### src/rtl/cu_pkg.sv
// rtl/cu_pkg.sv - shared control-unit sizing defaults and named CPU state indices
package cu_pkg;

    localparam int CU_N      = 6;
    localparam int CU_STATES = 40;

    // Step indices shared by the CU sequencer and the datapath.
    localparam int ST_FETCH0  = 0;
    localparam int ST_FETCH1  = 1;
    localparam int ST_FETCH2  = 2;
    localparam int ST_DECODE  = 3;
    localparam int ST_ADDR0   = 4;
    localparam int ST_ADDR1   = 5;
    localparam int ST_READ0   = 6;
    localparam int ST_READ1   = 7;
    localparam int ST_EXEC0   = 8;
    localparam int ST_EXEC1   = 9;
    localparam int ST_EXEC2   = 10;
    localparam int ST_WRITE0  = 11;
    localparam int ST_WRITE1  = 12;
    localparam int ST_BRANCH  = 13;
    localparam int ST_IRQ0    = 14;
    localparam int ST_IRQ1    = 15;
    localparam int ST_HALT    = CU_STATES - 1;

endpackage

### src/rtl/cu_decoder.sv
// rtl/cu_decoder.sv - one-hot decode of the CU step counter with registered copy and sticky error
module cu_decoder
    import cu_pkg::*;
#(
    parameter int N      = CU_N,
    parameter int STATES = CU_STATES
) (
    input  logic              clk,
    input  logic              rst,
    input  logic [N-1:0]      counter_value,
    output logic [STATES-1:0] CPU_state,
    output logic [STATES-1:0] CPU_state_q,
    output logic              illegal_state,
    output logic              illegal_state_q
);

    // The one-hot output must be able to represent every counter code it is asked to decode.
    generate
        if (STATES < 1 || STATES > (2 ** N)) begin : g_bad_params
            $fatal(1, "cu_decoder: STATES must satisfy 1 <= STATES <= 2**N");
        end
    endgenerate

    // One bit wider than the counter so that STATES == 2**N is representable.
    localparam logic [N:0] STATES_LIMIT = (N+1)'(STATES);

    // Full-width compare per state bit; X on the counter propagates rather than defaulting.
    always_comb begin
        CPU_state = '0;
        for (int i = 0; i < STATES; i++) begin
            CPU_state[i] = (counter_value == N'(i));
        end
    end

    assign illegal_state = ({1'b0, counter_value} >= STATES_LIMIT);

    // Registered state copy and sticky illegal flag, both cleared asynchronously.
    always_ff @(posedge clk or posedge rst) begin
        if (rst) begin
            CPU_state_q     <= '0;
            illegal_state_q <= 1'b0;
        end else begin
            CPU_state_q     <= CPU_state;
            illegal_state_q <= illegal_state_q | illegal_state;
        end
    end

endmodule

### config.mk
export PLATFORM = sky130hd
export DESIGN_NAME = cu_decoder
export DESIGN_NICKNAME = d
export VERILOG_FILES = /design/src/rtl/cu_pkg.sv /design/src/rtl/cu_decoder.sv
export SDC_FILE = /design/constraint.sdc
export NUM_CORES = 1
export LEC_CHECK = 0
export ABC_AREA = 1
export BUFFER_PORTS_ARGS = -buffer_cell sky130_fd_sc_hd__buf_2
export CELL_PAD_IN_SITES_DETAIL_PLACEMENT = 1
export CELL_PAD_IN_SITES_GLOBAL_PLACEMENT = 2
export CORE_MARGIN = 2
export CORE_UTILIZATION = 24
export DETAILED_ROUTE_END_ITERATION = 6
export HOLD_SLACK_MARGIN = 0.02
export PLACE_DENSITY = 0.8
export SYNTH_ARGS = -nofsm -noshare
export SYNTH_HDL_FRONTEND = slang
export SYNTH_SLANG_ARGS = --single-unit
### constraint.sdc
create_clock -name clk -period 3.1 [get_ports clk]
set_input_delay 0.775 -clock clk [delete_from_list [all_inputs] [get_ports clk]]
set_output_delay 0.775 -clock clk [all_outputs]
set_load 0.02 [all_outputs]
* After elaboration in Yosys (flattened, before gate mapping)
Index checks and enable logic that the tools add are counted.
Storage, ports and cells: logic and storage cells 44, output and inout port bits 82, bits in registers 41
Cells by class: bitwise logic cells 1, eq/ne operators 39, reductions and logical operators 1, $lt $le $gt $ge 1
Operators by type and width (count):
- equality test 6 x 5 -> 1 bit (second input constant) | 16
- equality test 6 x 4 -> 1 bit (second input constant) | 8
- equality test 6 bit (second input constant) | 8
- equality test 6 x 3 -> 1 bit (second input constant) | 4
- equality test 6 x 2 -> 1 bit (second input constant) | 2
- equality test 6 x 1 -> 1 bit (second input constant) | 1
- greater-or-equal comparator 6 bit (second input constant) | 1
- logical NOT 6 bit | 1
- OR 1 bit | 1

* Logic depth before layout (Yosys ltp)
Gate-level depths: netlist of the first run.
depth after elaboration 2, depth in mapped cells 4

* Worst setup path after synthesis of the first run
No wires, ideal clock.
path kind input to output, start point input counter_value[2], end point output CPU_state[0], cell stages on the path 3, data required time 2.325 ns, path slack 0.949 ns, arrival time 1.376 ns, buffers on the path 0, cells stage by stage nor2_1 nand2_1 nor2_1
Between the ends: longest elaborated chain between the ends 1
Ends and longest elaborated chain:
- from (decl) | RTL line cu_decoder.sv:10 | input logic [N-1:0] counter_value,
- logical NOT 6 bit | RTL line cu_decoder.sv:31 | CPU_state[i] = (counter_value == N'(i));
- to (decl) | RTL line cu_decoder.sv:11 | output logic [STATES-1:0] CPU_state,
No other way between the ends.

* Final worst setup path of the first run
start point input counter_value[1], end point output CPU_state[12]
Between the ends: longest elaborated chain between the ends 1
Ends and longest elaborated chain (RTL line):
- equality test 6 x 4 -> 1 bit | cu_decoder.sv:31
No other way between the ends.

==> flow_summary.ini, run 1 <==
[outcome]
outcome = complete, no violations

[critical_path]
path_cells = buf_2 > nor2_1 > nand2_1 > nor2_1 > buf_2
setup.worst_path.start = counter_value[1]
path_max_fanout = 4
crit_type = input port to output port
reg2reg_depth = 2
cp_data_required_time_ns = 2.32
startpoint_type = input port
crit_buf_inv = 2
max_stage_delay_ns = 0.25
r2r_start = illegal_state_q
cp.depth = 5
slowest_stage = nor2_1
cp.arrival_ns = 1.66
cp-end-kind = output port
critical-path-top-delay-family = simple AND/OR/NAND/NOR gates

[grt]
grt_pass1_wl_um = 6500
grt_util_all_layers_pct = 13.7
grt_start_max_net_pins = 22
grt_pass1_vias = 1209
grt_overflow = 0
grt_antenna_before_repair = 0

[min_path]
hold_depth = 2
min_from = illegal_state_q
hp-class = register to register

[clocking]
cts_made_buffers = 5
clk_latency_ns = 0.29
ctsHoldBuffers = 0
post_cts_buffers = 0
cts_tree = yes
cts_htree_levels = 2
clk_pin_slew_ns = 0.08
root_buffer = clkbuf_8
clock_sinks = 41
clk_path_buf_depth = 2
cts_resized = 0

[placement]
placed_cells = 283
gp_congestion = 0.668
portBuffers = 89
dp_hpwl_um = 3250
placed_area_um2 = 1890

[power_and_ir_drop]
peakVddDrop_uv = 163
powerDensity_nw_per_um2 = 487
cellLeakagePower_nw = 1.24
fin_total_pwr_mw = 0.960

[route]
drt_wl_total_um = 4140
drt_iter0_drc = 19
drc = 0
drtAntennaViolNets = 0
firstDrtPassIters = 4
wl_per_cell_um = 14.3
vias_per_cell = 4.06
vias = 1177

[timing]
period_minus_slack_ns = 2.44
timing.fmax_ghz = 0.410
fin_worst_skew_ns = 0
setup_violations = 0
slew_headroom_pct = 53.3
rsz0062_at_grt = no
fin_crit_sh_pct = 78.6
hold_viol = 0
tightest_slew_ns = 0.696
tns_ns = 0
report.final.slew_viol_count = 0

[logic_synthesis]
synthCells = 123
synthesis.area_um2 = 1370
synth_fp_nets = 131
synth_top_cell_area_share_pct = 75.2
synth_cell_type_count = 9
syn_area_per_cell_um2 = 11.1
ys_seq_area_share_pct = 75.2
synthTopCellsByArea = dfrtp_1 (75%), nor2_1 (12%), nand2_1 (5.5%), inv_1 (2.5%), nor2_2 (1.8%)
yosys_register_bits = 41
yosysWarnings = 0
synth_largest_area_cell = dfrtp_1

[cells_and_area]
layout_commonest_cell = buf_2
postLayoutCoreUtil_pct = 35.8
stdcell_area_um2 = 1970
final_layout_size_suffix_gt1_share_pct = 47.7
antenna_cells = 0
fill_cells = 679
fin_nets = 226
layout_common_cells = buf_2 (89), nor2_1 (42), dfrtp_1 (41)
final_cells = 290
area_growth_pct = 44.5

[die]
die_h_um = 79.4
core_um2 = 5510
start_util_pct = 24.8
rows = 27
fp.dieW_um = 79.4
ioPinCount = 90
die_area_um2 = 6310

[run]
cap_violations = 0
cell usage after synthesis, drive strengths merged:
| cell type | instances |
|---|---|
| nor2 | 46 |
| dfrtp | 41 |
| nand2 | 22 |
| inv | 11 |
| buf | 2 |
| o21ai | 1 |
state kept, by name, indices dropped and copies added, names as in the netlist:
name	flops
CPU_state_q	40
illegal_state_q	1
cell families after synthesis:
family / Yosys count / share of synthesized area (%)
buf+inv: 13 / 4.67
compound gates: 1 / 0.366
flops: 41 / 75.2
simple gates: 68 / 19.8
final cells by class:
type	instances	area (um2)	area share [%]
well taps	72	90.1	4.57
clock buffers	7	86.3	4.38
repair buffers	90	453	23.0
flip-flops and latches	41	1030	52.0
multi-input cells	69	275	14.0
inverters	11	41.3	2.09
final timing paths:
kind,endpoint,slack (ns)
setup / recovery,CPU_state[12],0.66
hold / removal,illegal_state_q,0.48
setup reg to reg,illegal_state_q,2.50
min in group asynchronous,CPU_state_q[32],0.50
hold reg to reg,illegal_state_q,0.48
max in group asynchronous,CPU_state_q[26],1.92
power breakdown:
part           switching [mW]  leakage [nW]  internal [mW]
clock network           0.169        0.0443          0.177
registers             0.00124         0.565          0.539
logic                  0.0573         0.635         0.0173
total                   0.227          1.24          0.733
through the flow:
step	hold WS (ns)	setup slack, ns
6_report	0.482	0.664
5_1_grt	0.527	0.516
4_1_cts	0.488	0.611
3_5_place_dp	0.460	0.616
3_3_place_gp	0.451	0.687
2_1_floorplan	0.575	0.949
metal layers:
metal  vias up  global-route usage (%)  part of all wire, %
met5         -                       0                    0
met4         0                    5.69                  1.9
met3         5                    3.28                  5.7
met2        49                    23.4                   52
met1       574                    16.5                   40
li1        549                       -                    -
worst min-delay path, stage by stage, from the launching register on:
cell and delay, ns:
dfrtp_1 0.35, inv_1 0.04, nand2_1 0.06
Power figures use the tool's default switching activity.
==> inputs of run 2 (changes only) <==
- ABC_AREA: 1 -> 0
- CORE_UTILIZATION: 24 -> 21
- PLACE_DENSITY: 0.8 -> 0.72
- clock period: 3.1 -> 2.2 ns (I/O delays scaled with it)
==> flow_summary.ini, run 2 <==
[die]
die_h_um = 84.8
core_um2 = 6350
die_area_um2 = 7190
start_util_pct = 21.6
rows = 29
fp.dieW_um = 84.8
ioPinCount = 90

[timing]
report.final.slew_viol_count = 0
setup_ws_ns = 0.0156
timing.hold.ws_ns = 0.304
setup_violations = 0
rsz0062_at_grt = yes
fin_worst_skew_ns = 0
tightest_slew_ns = 0.785
timing.fmax_ghz = 0.458
period_minus_slack_ns = 2.18
hold_viol = 0
fin_crit_sh_pct = 99.3
slew_headroom_pct = 47.3

[route]
vias = 1115
drt_wl_total_um = 4170
drt_iter0_drc = 35
vias_per_cell = 4.05
wl_per_cell_um = 15.1
drtAntennaViolNets = 0
firstDrtPassIters = 2
drc = 0

[power_and_ir_drop]
peakVddDrop_uv = 263
powerDensity_nw_per_um2 = 646
seq_power_share_pct = 57.6
p_int_mw = 1.01
p_switching_mw = 0.317
pwr-share-comb_pct = 8.9
cellLeakagePower_nw = 1.20
swShare_pct = 24.0
clockPowerShare_pct = 33.5

[placement]
gp_congestion = 0.735
portBuffers = 89
pre_cts_ws_ns = 0.00790
dp_hpwl_um = 3190

[critical_path]
cp_data_required_time_ns = 1.65
r2r_start = illegal_state_q
setup.worst_path.start = counter_value[5]
crit_type = input port to output port
reg2reg_depth = 1
cp.arrival_ns = 1.63
path_max_fanout = 7
cp-end-kind = output port
ff2ff_setup_slack_ns = 1.43
startpoint_type = input port

[logic_synthesis]
synthCells = 104
yosysWarnings = 0
ys_seq_area_share_pct = 74.8
synth_fp_nets = 112
syn_area_per_cell_um2 = 13.2
synth_largest_area_cell = dfrtp_1
synth.most_common_cell = dfrtp_1
synthFlopType = dfrtp_1
synth-edff-count = 0
synth_compound_area_share_pct = 0.547
synth_xor_area_share_pct = 0
synthTopCellsByArea = dfrtp_1 (75%), nor2_1 (11%), or4b_4 (4.0%), nand4bb_2 (2.4%), nand4bb_1 (1.6%)
synth-async-reset-ratio_pct = 100
synthTopCellsByCount = dfrtp_1 (41), nor2_1 (40), clkbuf_1 (4), or4b_4 (4)
synth_top_family_by_area = simple AND/OR/NAND/NOR gates
synth_fa_ha_area_share_pct = 0
synth_cell_type_count = 15
yosys_register_bits = 41
synthesis.area_um2 = 1370
yosys.area_share.simple_pct = 22.5
synth.area.mux_share_pct = 0
synth_top_cell_area_share_pct = 74.8

[cells_and_area]
largest_register = CPU_state_q
seqCellArea_um2 = 1030
antenna_cells = 0
final_layout_size_suffix_gt1_share_pct = 59.1
largest_register_ffs = 40
fill_cells = 744
largestRegisters = CPU_state_q: 40 flops, illegal_state_q: 1 flops
multi_input_area_um2 = 337
fin_nets = 207
layout_commonest_cell = buf_2
area_growth_pct = 49.3
layout_common_cells = buf_2 (83), dfrtp_1 (41), nor2_1 (32)

[clocking]
clock_sinks = 41
root_buffer = clkbuf_8
ctsHoldBuffers = 0
cts_htree_levels = 2
cts_made_buffers = 5
cts_resized = 0
clk_latency_ns = 0.28
post_cts_buffers = 0
clk_path_buf_depth = 2
cts_tree = yes
clk_pin_slew_ns = 0.07

[grt]
grt_pass1_vias = 1180
grt_antenna_before_repair = 0
grt_util_all_layers_pct = 11.6
grt_start_max_net_pins = 22
grt_pass1_wl_um = 6310
grt_overflow = 0

[min_path]
hp-class = input port to async pin

[run]
cap_violations = 0

[outcome]
outcome = complete, no violations
## run 2: cell types whose count changed after synthesis, sizes merged
cell,delta
nor2,-6
o21a,+1
nand2,-21
nand2b,+2
or4,+1
o21ai,-1
or4b,+4
buf,-1
inv,-10
nand4bb,+4
nand4b,+1
clkbuf,+5
or2,+2
## run 2: worst paths after layout
path                                        end
worst min register to register  illegal_state_q
max in group asynchronous        CPU_state_q[5]
worst max register to register  illegal_state_q
worst min-delay path            CPU_state_q[30]
min in group clk                illegal_state_q
worst max-delay path              CPU_state[11]
## run 2: kinds of logic (layout without fill, tap and decap cells)
family | Yosys count | count (layout)
simple gates | 55 | 55
flops | 41 | 41
buf+inv | 7 | 101
compound gates | 1 | 1
## run 2: metal layers
layer / global-route usage (%) / wire length (um)
met4: 1.73 / 13
met1: 13.8 / 1730
met2: 19.9 / 2120
met3: 5.45 / 303
met5: 0 / 0
## run 2: power by group through the flow
| stage | logic (mW) | registers [mW] | clock network (mW) |
|---|---|---|---|
| final | 0.118 | 0.762 | 0.443 |
| after global routing | 0.129 | 0.762 | 0.501 |
| after CTS | 0.119 | 0.762 | 0.464 |
| after detailed placement | 0.118 | 0.776 | 0 |
| after global placement | 0.117 | 0.776 | 0 |
| after floorplan | 0.0578 | 0.786 | 0 |
## run 2: final cells by class
cell class	count	area share, %
Timing Repair Buffer	94	24.9
Tap cell	77	4.71
Clock buffer	5	3.36
Clock inverter	1	0.244
Inverter	1	0.183
Multi-Input combinational cell	56	16.4
Sequential cell	41	50.1
## run 2: per-stage QoR
step	TNS [ns]	instance area [um2]	utilization [%]	std cells	total power, mW
final	0	2050	32.2	275	1.32
after global routing	-0.0347	2050	32.2	275	1.39
after CTS	0	2010	31.7	275	1.34
after detailed placement	0	1940	30.5	269	0.895
after global placement	0	1940	30.5	269	0.893
after floorplan	0	1370	-	104	0.844
## run 2: critical path, stage by stage
cell	delay, ns
buf_2	0.14
or4b_4	0.57
nor2_1	0.17
buf_2	0.20
==> inputs of run 3 (changes only) <==
- PLACE_DENSITY: 0.72 -> not set
- PLACE_DENSITY_LB_ADDON: not set -> 0.3
==> flow_summary.ini, run 3 (synthesis results as in run 2) <==
[placement]
pre_cts_ws_ns = 0.0214
dp_hpwl_um = 3060
placed_area_um2 = 1950
gp_congestion = 0.669
portBuffers = 89

[critical_path]
path_cells = buf_2 > or4b_4 > nor2_1 > buf_2
cp.arrival_ns = 1.62
cp_data_required_time_ns = 1.65
setup.worst_path.start = counter_value[5]
max_stage_delay_ns = 0.58
reg2reg_depth = 1
path_max_fanout = 6
crit_type = input port to output port
crit_end = CPU_state[17]
startpoint_type = input port
ff2ff_setup_slack_ns = 1.42
slowest_stage = or4b_4
path_common_cell = buf_2
cp-end-kind = output port
regToRegEndpoint = illegal_state_q
r2r_start = illegal_state_q

[grt]
grt_pass1_vias = 1178
grt_pass1_wl_um = 6180
grt_overflow = 0
grt_start_max_net_pins = 25
grt_util_all_layers_pct = 11.6
grt_antenna_before_repair = 0

[cells_and_area]
largestRegisters = CPU_state_q: 40 flops, illegal_state_q: 1 flops
stdcell_area_um2 = 2100
layout_common_cells = buf_2 (83), dfrtp_1 (41), nor2_1 (34)
largest_register_ffs = 40
fin_nets = 208
antenna_cells = 0
final_layout_size_suffix_gt1_share_pct = 58.7
area_growth_pct = 52.8
layout_commonest_cell = buf_2
largest_register = CPU_state_q

[timing]
fin_crit_sh_pct = 98.5
setup_violations = 0
hold_viol = 0
timing.fmax_ghz = 0.461
period_minus_slack_ns = 2.17
tightest_slew_ns = 0.684
rsz0062_at_grt = yes
slew_headroom_pct = 54.1
report.final.slew_viol_count = 0
fin_worst_skew_ns = 0
setup_ws_ns = 0.0322

[min_path]
hp-class = input port to async pin

[route]
vias_per_cell = 4.04
drt_wl_total_um = 4110
drt_iter0_drc = 31
drc = 0
wl_per_cell_um = 14.8
vias = 1123
firstDrtPassIters = 2
drtAntennaViolNets = 0

[clocking]
ctsHoldBuffers = 0
cts_made_buffers = 5
clock_sinks = 41
clk_pin_slew_ns = 0.08
clk_path_buf_depth = 2
clk_latency_ns = 0.29
root_buffer = clkbuf_8
post_cts_buffers = 0
cts_resized = 0
cts_tree = yes
cts_htree_levels = 2

[die]
fp.dieW_um = 84.8
core_um2 = 6350
rows = 29
start_util_pct = 21.6
ioPinCount = 90
die_h_um = 84.8
die_area_um2 = 7190

[power_and_ir_drop]
cellLeakagePower_nw = 1.23
fin_total_pwr_mw = 1.51
peakVddDrop_uv = 330
powerDensity_nw_per_um2 = 722

[outcome]
outcome = complete, no violations

[run]
cap_violations = 0
-- run 3: cell count changes in the layout (fill, tap and decap cells not counted), sizes merged --
cell | before | now
clkinvlp | 0 | 1
clkinv | 2 | 1
bufinv | 0 | 1
buf | 94 | 95
clkbuf | 5 | 6
-- run 3: metrics by stage --
| stage | TNS (ns) | utilization (%) | cells | hold WS (ns) |
|---|---|---|---|---|
| global placement | 0 | 30.6 | 270 | 0.460 |
| global route | -0.00669 | 33.0 | 278 | 0.290 |
| finish | 0 | 33.0 | 278 | 0.267 |
| floorplan | 0 | - | 104 | 0.595 |
| detailed placement | 0 | 30.6 | 270 | 0.474 |
| CTS | 0 | 32.5 | 278 | 0.282 |
-- run 3: routing by layer --
layer | global-route usage [%] | share of wire [%]
met2 | 19.5 | 51
met4 | 4.76 | 1.0
met1 | 13.5 | 40
met5 | 0 | 0
met3 | 4.18 | 8.3
-- run 3: report_power, final --
group / switching [mW] / internal, mW / total [mW]
Clock: 0.265 / 0.369 / 0.634
Sequential: 0.00141 / 0.760 / 0.761
Combinational: 0.0810 / 0.0369 / 0.118
-- run 3: final cells by class --
cell class / count / area [um2]
well taps: 77 / 96.3
inverters: 1 / 3.75
clock buffers: 6 / 82.6
multi-input cells: 56 / 332
fillers: 741 / 4250
flip-flops and latches: 41 / 1030
clock inverters: 2 / 37.5
repair buffers: 95 / 518
-- run 3: how the worst min path moves through the flow --
stage	start	end	slack [ns]	depth (start not counted)
final	rst	CPU_state_q[35]	0.27	2
after floorplan	illegal_state_q	illegal_state_q	0.60	1
after global routing	rst	CPU_state_q[34]	0.29	2
after global placement	illegal_state_q	illegal_state_q	0.46	1
after detailed placement	illegal_state_q	illegal_state_q	0.47	1
after CTS	rst	CPU_state_q[34]	0.28	2
-- run 3: critical path: cells and delay by family --
kind | cells | cell delay (ns)
buffers and inverters | 2 | 0.33
and+or+nand+nor | 2 | 0.74
